==> config.mk <==
export PLATFORM = sky130hd
export DESIGN_NAME = two_bit_decoder_seq
export DESIGN_NICKNAME = d
export VERILOG_FILES = /design/src/rtl/two_bit_decoder_seq.sv
export SDC_FILE = /design/constraint.sdc
export NUM_CORES = 1
export LEC_CHECK = 0
export CORE_MARGIN = 1.5
export CORE_UTILIZATION = 58
export DETAILED_ROUTE_END_ITERATION = 12
export MAX_ROUTING_LAYER = met4
export PLACE_DENSITY = 0.85
export SYNTH_ARGS = -nofsm -noshare
export SYNTH_HDL_FRONTEND = slang
export SYNTH_SLANG_ARGS = --single-unit
export TNS_END_PERCENT = 100
==> constraint.sdc <==
create_clock -name clk -period 14.1 [get_ports clk]
set_input_delay 2.115 -clock clk [delete_from_list [all_inputs] [get_ports clk]]
set_output_delay 2.115 -clock clk [all_outputs]
set_load 0.01 [all_outputs]
==> src/rtl/two_bit_decoder_seq.sv <==
// rtl/two_bit_decoder_seq.sv - sequential 105-bit product-code decoder (optional DEC_ERR_STATS_EN statistics)
module two_bit_decoder_seq #(
    parameter int STAT_W = 16
) (
    input  logic              clk,
    input  logic              rst,
    input  logic              in_valid,
    output logic              in_ready,
    input  logic [104:0]      codeword_in,
    output logic              out_valid,
    input  logic              out_ready,
    output logic [43:0]       data_out,
    output logic [3:0]        col_fix_cnt,
    output logic [2:0]        row_fix_cnt,
    output logic [STAT_W-1:0] stat_col_total,
    output logic [STAT_W-1:0] stat_row_total
);

    typedef enum logic [1:0] {
        S_IDLE,
        S_COL,
        S_ROW,
        S_OUT
    } state_t;

    // Syndrome of a Hamming(7,4) word: bit j of the vector is code position j+1.
    function automatic logic [2:0] syn7(input logic [6:0] c);
        logic [2:0] s;
        s = '0;
        for (int j = 0; j < 7; j++) begin
            if (c[j]) s = s ^ 3'(j + 1);
        end
        return s;
    endfunction

    // Flip the position named by the syndrome and pull out data positions 3,5,6,7.
    function automatic logic [3:0] fix7(input logic [6:0] c, input logic [2:0] s);
        logic [6:0] f;
        f = c;
        if (s != 3'd0) f[s - 3'd1] = ~f[s - 3'd1];
        return {f[2], f[4], f[5], f[6]};
    endfunction

    // Syndrome of a Hamming(15,11) word: bit j of the vector is code position j+1.
    function automatic logic [3:0] syn15(input logic [14:0] c);
        logic [3:0] s;
        s = '0;
        for (int j = 0; j < 15; j++) begin
            if (c[j]) s = s ^ 4'(j + 1);
        end
        return s;
    endfunction

    // Correct a single error and return the 11 data positions, lowest position as MSB.
    function automatic logic [10:0] fix15(input logic [14:0] c, input logic [3:0] s);
        logic [14:0] f;
        f = c;
        if (s != 4'd0) f[s - 4'd1] = ~f[s - 4'd1];
        return {f[2], f[4], f[5], f[6], f[8], f[9], f[10], f[11], f[12], f[13], f[14]};
    endfunction

    // Inverse of the encoder's interleave, which places payload bit (7*i mod 44) at buffer bit i.
    function automatic logic [43:0] deinterleave(input logic [43:0] b);
        logic [43:0] d;
        d = '0;
        for (int i = 0; i < 44; i++) begin
            d[(7 * i) % 44] = b[i];
        end
        return d;
    endfunction

    state_t        r_state;
    state_t        w_next;
    logic [104:0]  r_cw;
    logic [3:0]    r_col_idx;
    logic [1:0]    r_row_idx;
    logic [14:0]   r_row [4];
    logic [43:0]   r_deint;
    logic [3:0]    r_col_fix;
    logic [2:0]    r_row_fix;

    logic [6:0]    w_col_word;
    logic [2:0]    w_col_syn;
    logic [3:0]    w_col_data;
    logic [14:0]   w_row_word;
    logic [3:0]    w_row_syn;
    logic [10:0]   w_row_data;
    logic [43:0]   w_deint_next;

    // Column decoder: select the column addressed by r_col_idx and correct it.
    always_comb begin
        w_col_word = '0;
        for (int i = 0; i < 15; i++) begin
            if (r_col_idx == 4'(i)) w_col_word = r_cw[i*7 +: 7];
        end
        w_col_syn  = syn7(w_col_word);
        w_col_data = fix7(w_col_word, w_col_syn);
    end

    // Row decoder: correct the row addressed by r_row_idx and merge it into the buffer.
    always_comb begin
        w_row_word   = r_row[r_row_idx];
        w_row_syn    = syn15(w_row_word);
        w_row_data   = fix15(w_row_word, w_row_syn);
        w_deint_next = r_deint;
        case (r_row_idx)
            2'd0:    w_deint_next[43:33] = w_row_data;
            2'd1:    w_deint_next[32:22] = w_row_data;
            2'd2:    w_deint_next[21:11] = w_row_data;
            default: w_deint_next[10:0]  = w_row_data;
        endcase
    end

    // State register.
    always_ff @(posedge clk) begin
        if (rst) r_state <= S_IDLE;
        else     r_state <= w_next;
    end

    // Next-state and handshake outputs.
    always_comb begin
        w_next    = r_state;
        in_ready  = 1'b0;
        out_valid = 1'b0;
        case (r_state)
            S_IDLE: begin
                in_ready = 1'b1;
                if (in_valid) w_next = S_COL;
            end
            S_COL: begin
                if (r_col_idx == 4'd14) w_next = S_ROW;
            end
            S_ROW: begin
                if (r_row_idx == 2'd3) w_next = S_OUT;
            end
            default: begin
                out_valid = 1'b1;
                if (out_ready) w_next = S_IDLE;
            end
        endcase
    end

    // Datapath: latch on accept, fill rows column by column, then rows into the buffer.
    always_ff @(posedge clk) begin
        if (rst) begin
            r_cw      <= '0;
            r_col_idx <= '0;
            r_row_idx <= '0;
            r_deint   <= '0;
            r_col_fix <= '0;
            r_row_fix <= '0;
            for (int k = 0; k < 4; k++) r_row[k] <= '0;
        end else begin
            case (r_state)
                S_IDLE: begin
                    if (in_valid) begin
                        r_cw      <= codeword_in;
                        r_col_idx <= '0;
                        r_row_idx <= '0;
                        r_col_fix <= '0;
                        r_row_fix <= '0;
                        for (int k = 0; k < 4; k++) r_row[k] <= '0;
                    end
                end
                S_COL: begin
                    r_row[0][4'd14 - r_col_idx] <= w_col_data[3];
                    r_row[1][4'd14 - r_col_idx] <= w_col_data[2];
                    r_row[2][4'd14 - r_col_idx] <= w_col_data[1];
                    r_row[3][4'd14 - r_col_idx] <= w_col_data[0];
                    if (w_col_syn != 3'd0) r_col_fix <= r_col_fix + 4'd1;
                    r_col_idx <= r_col_idx + 4'd1;
                end
                S_ROW: begin
                    r_deint <= w_deint_next;
                    if (w_row_syn != 4'd0) r_row_fix <= r_row_fix + 3'd1;
                    r_row_idx <= r_row_idx + 2'd1;
                end
                default: begin
                end
            endcase
        end
    end

    assign data_out    = deinterleave(r_deint);
    assign col_fix_cnt = r_col_fix;
    assign row_fix_cnt = r_row_fix;

`ifdef DEC_ERR_STATS_EN
    localparam int SW1 = STAT_W + 1;

    logic [STAT_W-1:0] r_stat_col;
    logic [STAT_W-1:0] r_stat_row;
    logic [STAT_W:0]   w_col_sum;
    logic [STAT_W:0]   w_row_sum;

    assign w_col_sum = {1'b0, r_stat_col} + SW1'(r_col_fix);
    assign w_row_sum = {1'b0, r_stat_row} + SW1'(r_row_fix);

    // Saturating accumulation of per-word correction counts at each output handshake.
    always_ff @(posedge clk) begin
        if (rst) begin
            r_stat_col <= '0;
            r_stat_row <= '0;
        end else if (out_valid && out_ready) begin
            r_stat_col <= w_col_sum[STAT_W] ? '1 : w_col_sum[STAT_W-1:0];
            r_stat_row <= w_row_sum[STAT_W] ? '1 : w_row_sum[STAT_W-1:0];
        end
    end

    assign stat_col_total = r_stat_col;
    assign stat_row_total = r_stat_row;
`else
    assign stat_col_total = '0;
    assign stat_row_total = '0;
`endif

endmodule

# Word level (Yosys, flattened, before mapping)
# Memory sizes are Yosys's and may differ from the RTL's. A register that Yosys moved wholly into a read port is not among the register bits.
# Cells that the tools add are included.
[classes] addsub=7 magnitude_cmp=6 n_eq_ne=24 mux=142 bitwise_logic=87 reduce_logical=23
[ops] cell="$mux 7" n=16
[ops] cell="$mux 15" n=6
[ops] cell="$mux 1" n=77
[ops] cell="$or 1x1->1" n=64
[ops] cell="$mux 4" n=10
[ops] cell="$mux 3" n=10
[ops] cell="$eq 4x4->1 const B" n=7
[ops] cell="$mux 2" n=11
[ops] cell="$not 2->2" n=9
[ops] cell="$eq 4x3->1 const B" n=4
[ops] cell="$pmux 4 s2" n=2
[ops] cell="$bwmux 15" n=1
[ops] cell="$not 3->3" n=5
[ops] cell="$reduce_and 2->1" n=7
[ops] cell="$lt 4x5->1 const B" n=2
[ops] cell="$ne 2x2->1 const B" n=5
[ops] cell="$add 4x1->4 const B" n=2
[ops] cell="$demux 1 s4" n=2
[ops] cell="$eq 4x2->1 const B" n=2
[ops] cell="$ge 4x1->1 const B" n=2
[ops] cell="$reduce_bool 4->1" n=2
[ops] cell="$bwmux 7" n=1
[ops] cell="$eq 2x2->1 const B" n=3
[ops] cell="$pmux 2 s3" n=1
[ops] cell="other kinds (25)" n=38
[totals] regBits=164 ramBits=60 out_inout_bits=85 elab_cells=300 n_memories=1
[memory_table] memory="r_row" depth=4 word_bits=15 read_ports=1 rd_clocked_by_memory_dff=1 wr=4 line_no="77" text="logic [14:0] r_row [4];"

# Longest topological paths before layout
[logic_depth] word_depth=35 ltp_mapped=26

# Least setup slack after synthesis
# OpenSTA, ideal clock, no wires.
[synth_timing] kind="register -> register" startpoint="register r_col_idx[0]" endpoint="memory r_row[1][11], data pin" setup_ps=151 arrival_ps=4837 required_ps=13949 setup_slack_ps=9112 stages_incl_launch_ff=26 path_buffers=5 cell_sequence="dfxtp_1 -> inv_1 -> ha_1 -> buf_2 -> buf_2 -> clkbuf_1 -> clkbuf_1 -> and3_1 -> a21oi_1 -> o21ai_0 -> mux4_2 -> a21oi_1 -> a31oi_1 -> nor2_1 -> xnor2_1 -> ha_1 -> inv_1 -> nor2_1 -> ha_1 -> nor3_1 -> nand2_1 -> mux2_2 -> o31ai_1 -> a2111oi_4 -> buf_6 -> a21oi_1"
[synth_rtl] element="from (decl)" line_no="75" text="logic [3:0] r_col_idx;"
[synth_rtl] element="from (signal assigned)" line_no="171" text="r_col_idx <= r_col_idx + 4'd1;"
[synth_rtl] element="to (decl)" line_no="77"

==> metrics <==
reg-to-reg setup timing slack=8.17 ns; Hold Fails Final Rpt=0; area delta synth->final=19.75%; antenna diode count=0; Fin Hold WS=0.4516 ns; DRT Wirelength=30140 um; RD Place Congestion=0.9123; Worst Path Max Fanout=58; Avg WL per Cell=17.40 um; Setup Viol. Count Final=0; initial antenna violation count=0; worst endpoint data arrival time=6.12 ns; leak pwr=4.977 nW; Vias/cell=5.937; Post-Syn Instances=1358; P per Cell Area=192.1 nW/um^2; FF+latch count, synth=226; HPWL Detailed=21190 um; share of layout cells above drive strength 1=5.639%; maximum clock rate=168.5 MHz; outcome=finished, final reports clean; Post-synth ARST share=0%; worst slack, placed=8.352 ns; ys flop type=dfxtp_1; Bufs on Longest Clock Path=3; die height=142.7 um; clock sinks=226; I/O pins=194; r2r worst-path depth=20; Max Cap Viol=0; Least-Margin Pin Slew=1.330 ns; DRC Markers=0; Worst Setup End Kind=register; Core Box Area=18960 sq um; clock-pin transition on the worst setup and hold timing paths=0.07 ns; GRT Resource Usage Total=29.86%; worst hold stages=2; die width=142.7 um; final std cells w/o fill=1732; Overflow after GRT=0; # rows=50; H-Tree Depth=1; Hold WC Path Type=reg2reg; WS Path Type=reg2reg; synthesized cell area=11330 sq um; first-pass GRT wire length=47300 um; setup bufs post-CTS=0; FF-to-FF End=r_row[1][6]; cells resized by post-CTS repair=0; effective utilization at floorplan=59.75%; Worst R2R Start=r_col_idx[0]; CTS tree=done; Slew headroom=10.74%; fin. max-slew vios=0; sink of the worst hold path=r_cw[84]; Layout Utilization=71.55%; worst vdd ir=126.0 uV; RSZ-0062 raised after global routing=false; Hold Path Origin=r_cw[84]; Num CTS Buffers=22; DRT iter0 DRCs=1184; vias in the first global route=9438; PortBufs=161; Total Nets Final=1593; TritonRoute pass-1 iters=8; Inst Count DP=1694; Synthesis Warnings=0; setup ws final=8.165 ns; Tot Pwr=2.605 mW; post-layout instance area=13560 sq um; largest net degree at the start of global routing=106; area share of the largest cell type after synthesis=31.99%; syn avg cell area=8.340 sq um; Antenna Nets Post-Route=0; Post-synth EDFFs=45; final worst path period share=42.09%; clk_skew=0.01204 ns; post-synth top area cell=dfxtp_1; post-synthesis sequential area ratio=43.92%; Cell variety after synth=74; vias=10.28k; setup_tns=0 ns; Worst EP required=14.29 ns; Die Footprint=20370 sq um; Tmin final=5.935 ns; placed inst area=12810 sq um; Root Driver=clkbuf_16; synth top area cells=dfxtp_1 (32%), nand2_1 (12%), edfxtp_1 (12%); CTS Hold Bufs=0; Startpoint Class=register; Skew-Pair Late Insertion Delay=0.50 ns
-- final cells by class --
cell class,count,area (sq um)
multi-input cells,1012,5741
inverters,26,97.59
flip-flops and latches,226,4975
clock buffers,34,678.2
clock inverters,4,70.07
repair buffers,170,1677
fillers,1413,5393
well taps,260,325.3
-- sequential cells by signal, summed over array words and instances, names as in the netlist, named ones only --
| register | cells |
|---|---|
| r_row_idx | 2 |
| row_fix_cnt | 3 |
| r_deint | 44 |
| col_fix_cnt | 4 |
| r_cw | 105 |
| r_state | 2 |
| r_col_idx | 4 |
| r_row | 60 |
-- cells in the final DEF (no fill, tap or decap), types with 3 or more instances in the layout --
cell type,instances
nand2b_1,8
clkbuf_16,24
a32oi_1,3
a211oi_1,10
o21ai_0,76
xnor2_1,20
conb_1,32
mux4_2,17
xor2_1,15
buf_4,10
inv_1,25
edfxtp_1,45
dfxtp_1,181
o22a_1,3
and2_1,5
nand3b_1,4
ha_1,25
o22ai_1,11
clkbuf_8,4
nand2_1,361
nor2_1,52
a31oi_1,9
clkbuf_1,6
a32o_1,4
o211ai_1,4
mux2_2,4
a22o_1,3
and3_1,6
nor2b_1,8
nand3_1,41
nor3b_1,5
a22oi_1,8
nand4_1,3
mux2i_1,16
clkdlybuf4s50_1,160
a221oi_1,6
a21oi_1,192
nor3_1,11
o21ai_1,3
-- cell usage after synthesis, drive strengths merged (5+ instances only) --
| master | number |
|---|---|
| nand3 | 41 |
| xor2 | 16 |
| xnor2 | 22 |
| o21ai | 79 |
| dfxtp | 181 |
| a22oi | 8 |
| and3 | 6 |
| o22ai | 11 |
| nand2 | 362 |
| mux4 | 17 |
| buf | 72 |
| mux2i | 16 |
| ha | 26 |
| nor3b | 5 |
| clkbuf | 53 |
| nor3 | 11 |
| nor2b | 8 |
| nand2b | 8 |
| a221oi | 6 |
| a21oi | 192 |
| a211oi | 11 |
| inv | 25 |
| nor2 | 54 |
| and2 | 6 |
| a31oi | 10 |
| edfxtp | 45 |
-- worst max-delay path by stage --
| stage | slack, ns | endpoint | cells past startpoint | startpoint |
|---|---|---|---|---|
| 2_1_floorplan | 9.11 | r_row[1][11] | 25 | r_col_idx[0] |
| 3_3_place_gp | 8.65 | r_row[1][4] | 19 | r_col_idx[0] |
| 3_5_place_dp | 8.35 | r_row[1][6] | 19 | r_col_idx[0] |
| 4_1_cts | 8.33 | r_row[1][6] | 19 | r_col_idx[0] |
| 5_1_grt | 7.72 | r_row[1][1] | 20 | r_col_idx[0] |
| 6_report | 8.17 | r_row[1][6] | 20 | r_col_idx[0] |
-- critical path, cell delays in order, from the launching register on --
cell	delay, ns
dfxtp_1	0.38
inv_1	0.16
ha_2	0.87
inv_1	0.28
o21a_1	0.19
o22a_1	0.21
o22ai_1	0.15
a22o_1	0.42
xor2_1	0.22
xnor2_1	0.11
ha_1	0.40
inv_1	0.11
nor2_1	0.12
ha_1	0.31
nor2_1	0.11
nand2_1	0.15
nor3_1	0.07
mux2i_1	0.18
nor2_2	0.07
a2111oi_4	0.91
a21oi_1	0.19
-- power by group --
part / switching (mW) / total, mW / internal [mW]
registers: 0.0615 / 0.813 / 0.752
clock network: 0.239 / 0.605 / 0.366
logic: 0.743 / 1.19 / 0.444
-- logic make-up (layout without fill, tap and decap cells) --
logic type      after synthesis  in the layout  share of synthesized area [%]
compound gates              360            360                          18.69
xor+xnor                     40             40                          3.668
fa+ha+maj                    26             26                          2.872
buf+inv                     151            234                          6.595
flops                       226            226                          43.92
mux                          37             37                          5.192
other cells                   1             32                        0.03311
simple gates                517            517                          19.02
-- layer usage --
| metal | vias up | GRT usage (%) | share of wire (%) |
|---|---|---|---|
| li1 | 4815 | - | - |
| met1 | 4800 | 38.04 | 41 |
| met2 | 577 | 47.90 | 47 |
| met3 | 91 | 4.896 | 9.2 |
| met4 | 0 | 11.39 | 3.4 |
| met5 | - | - | 0 |
Note: power is estimated with default switching activity, not from simulation.
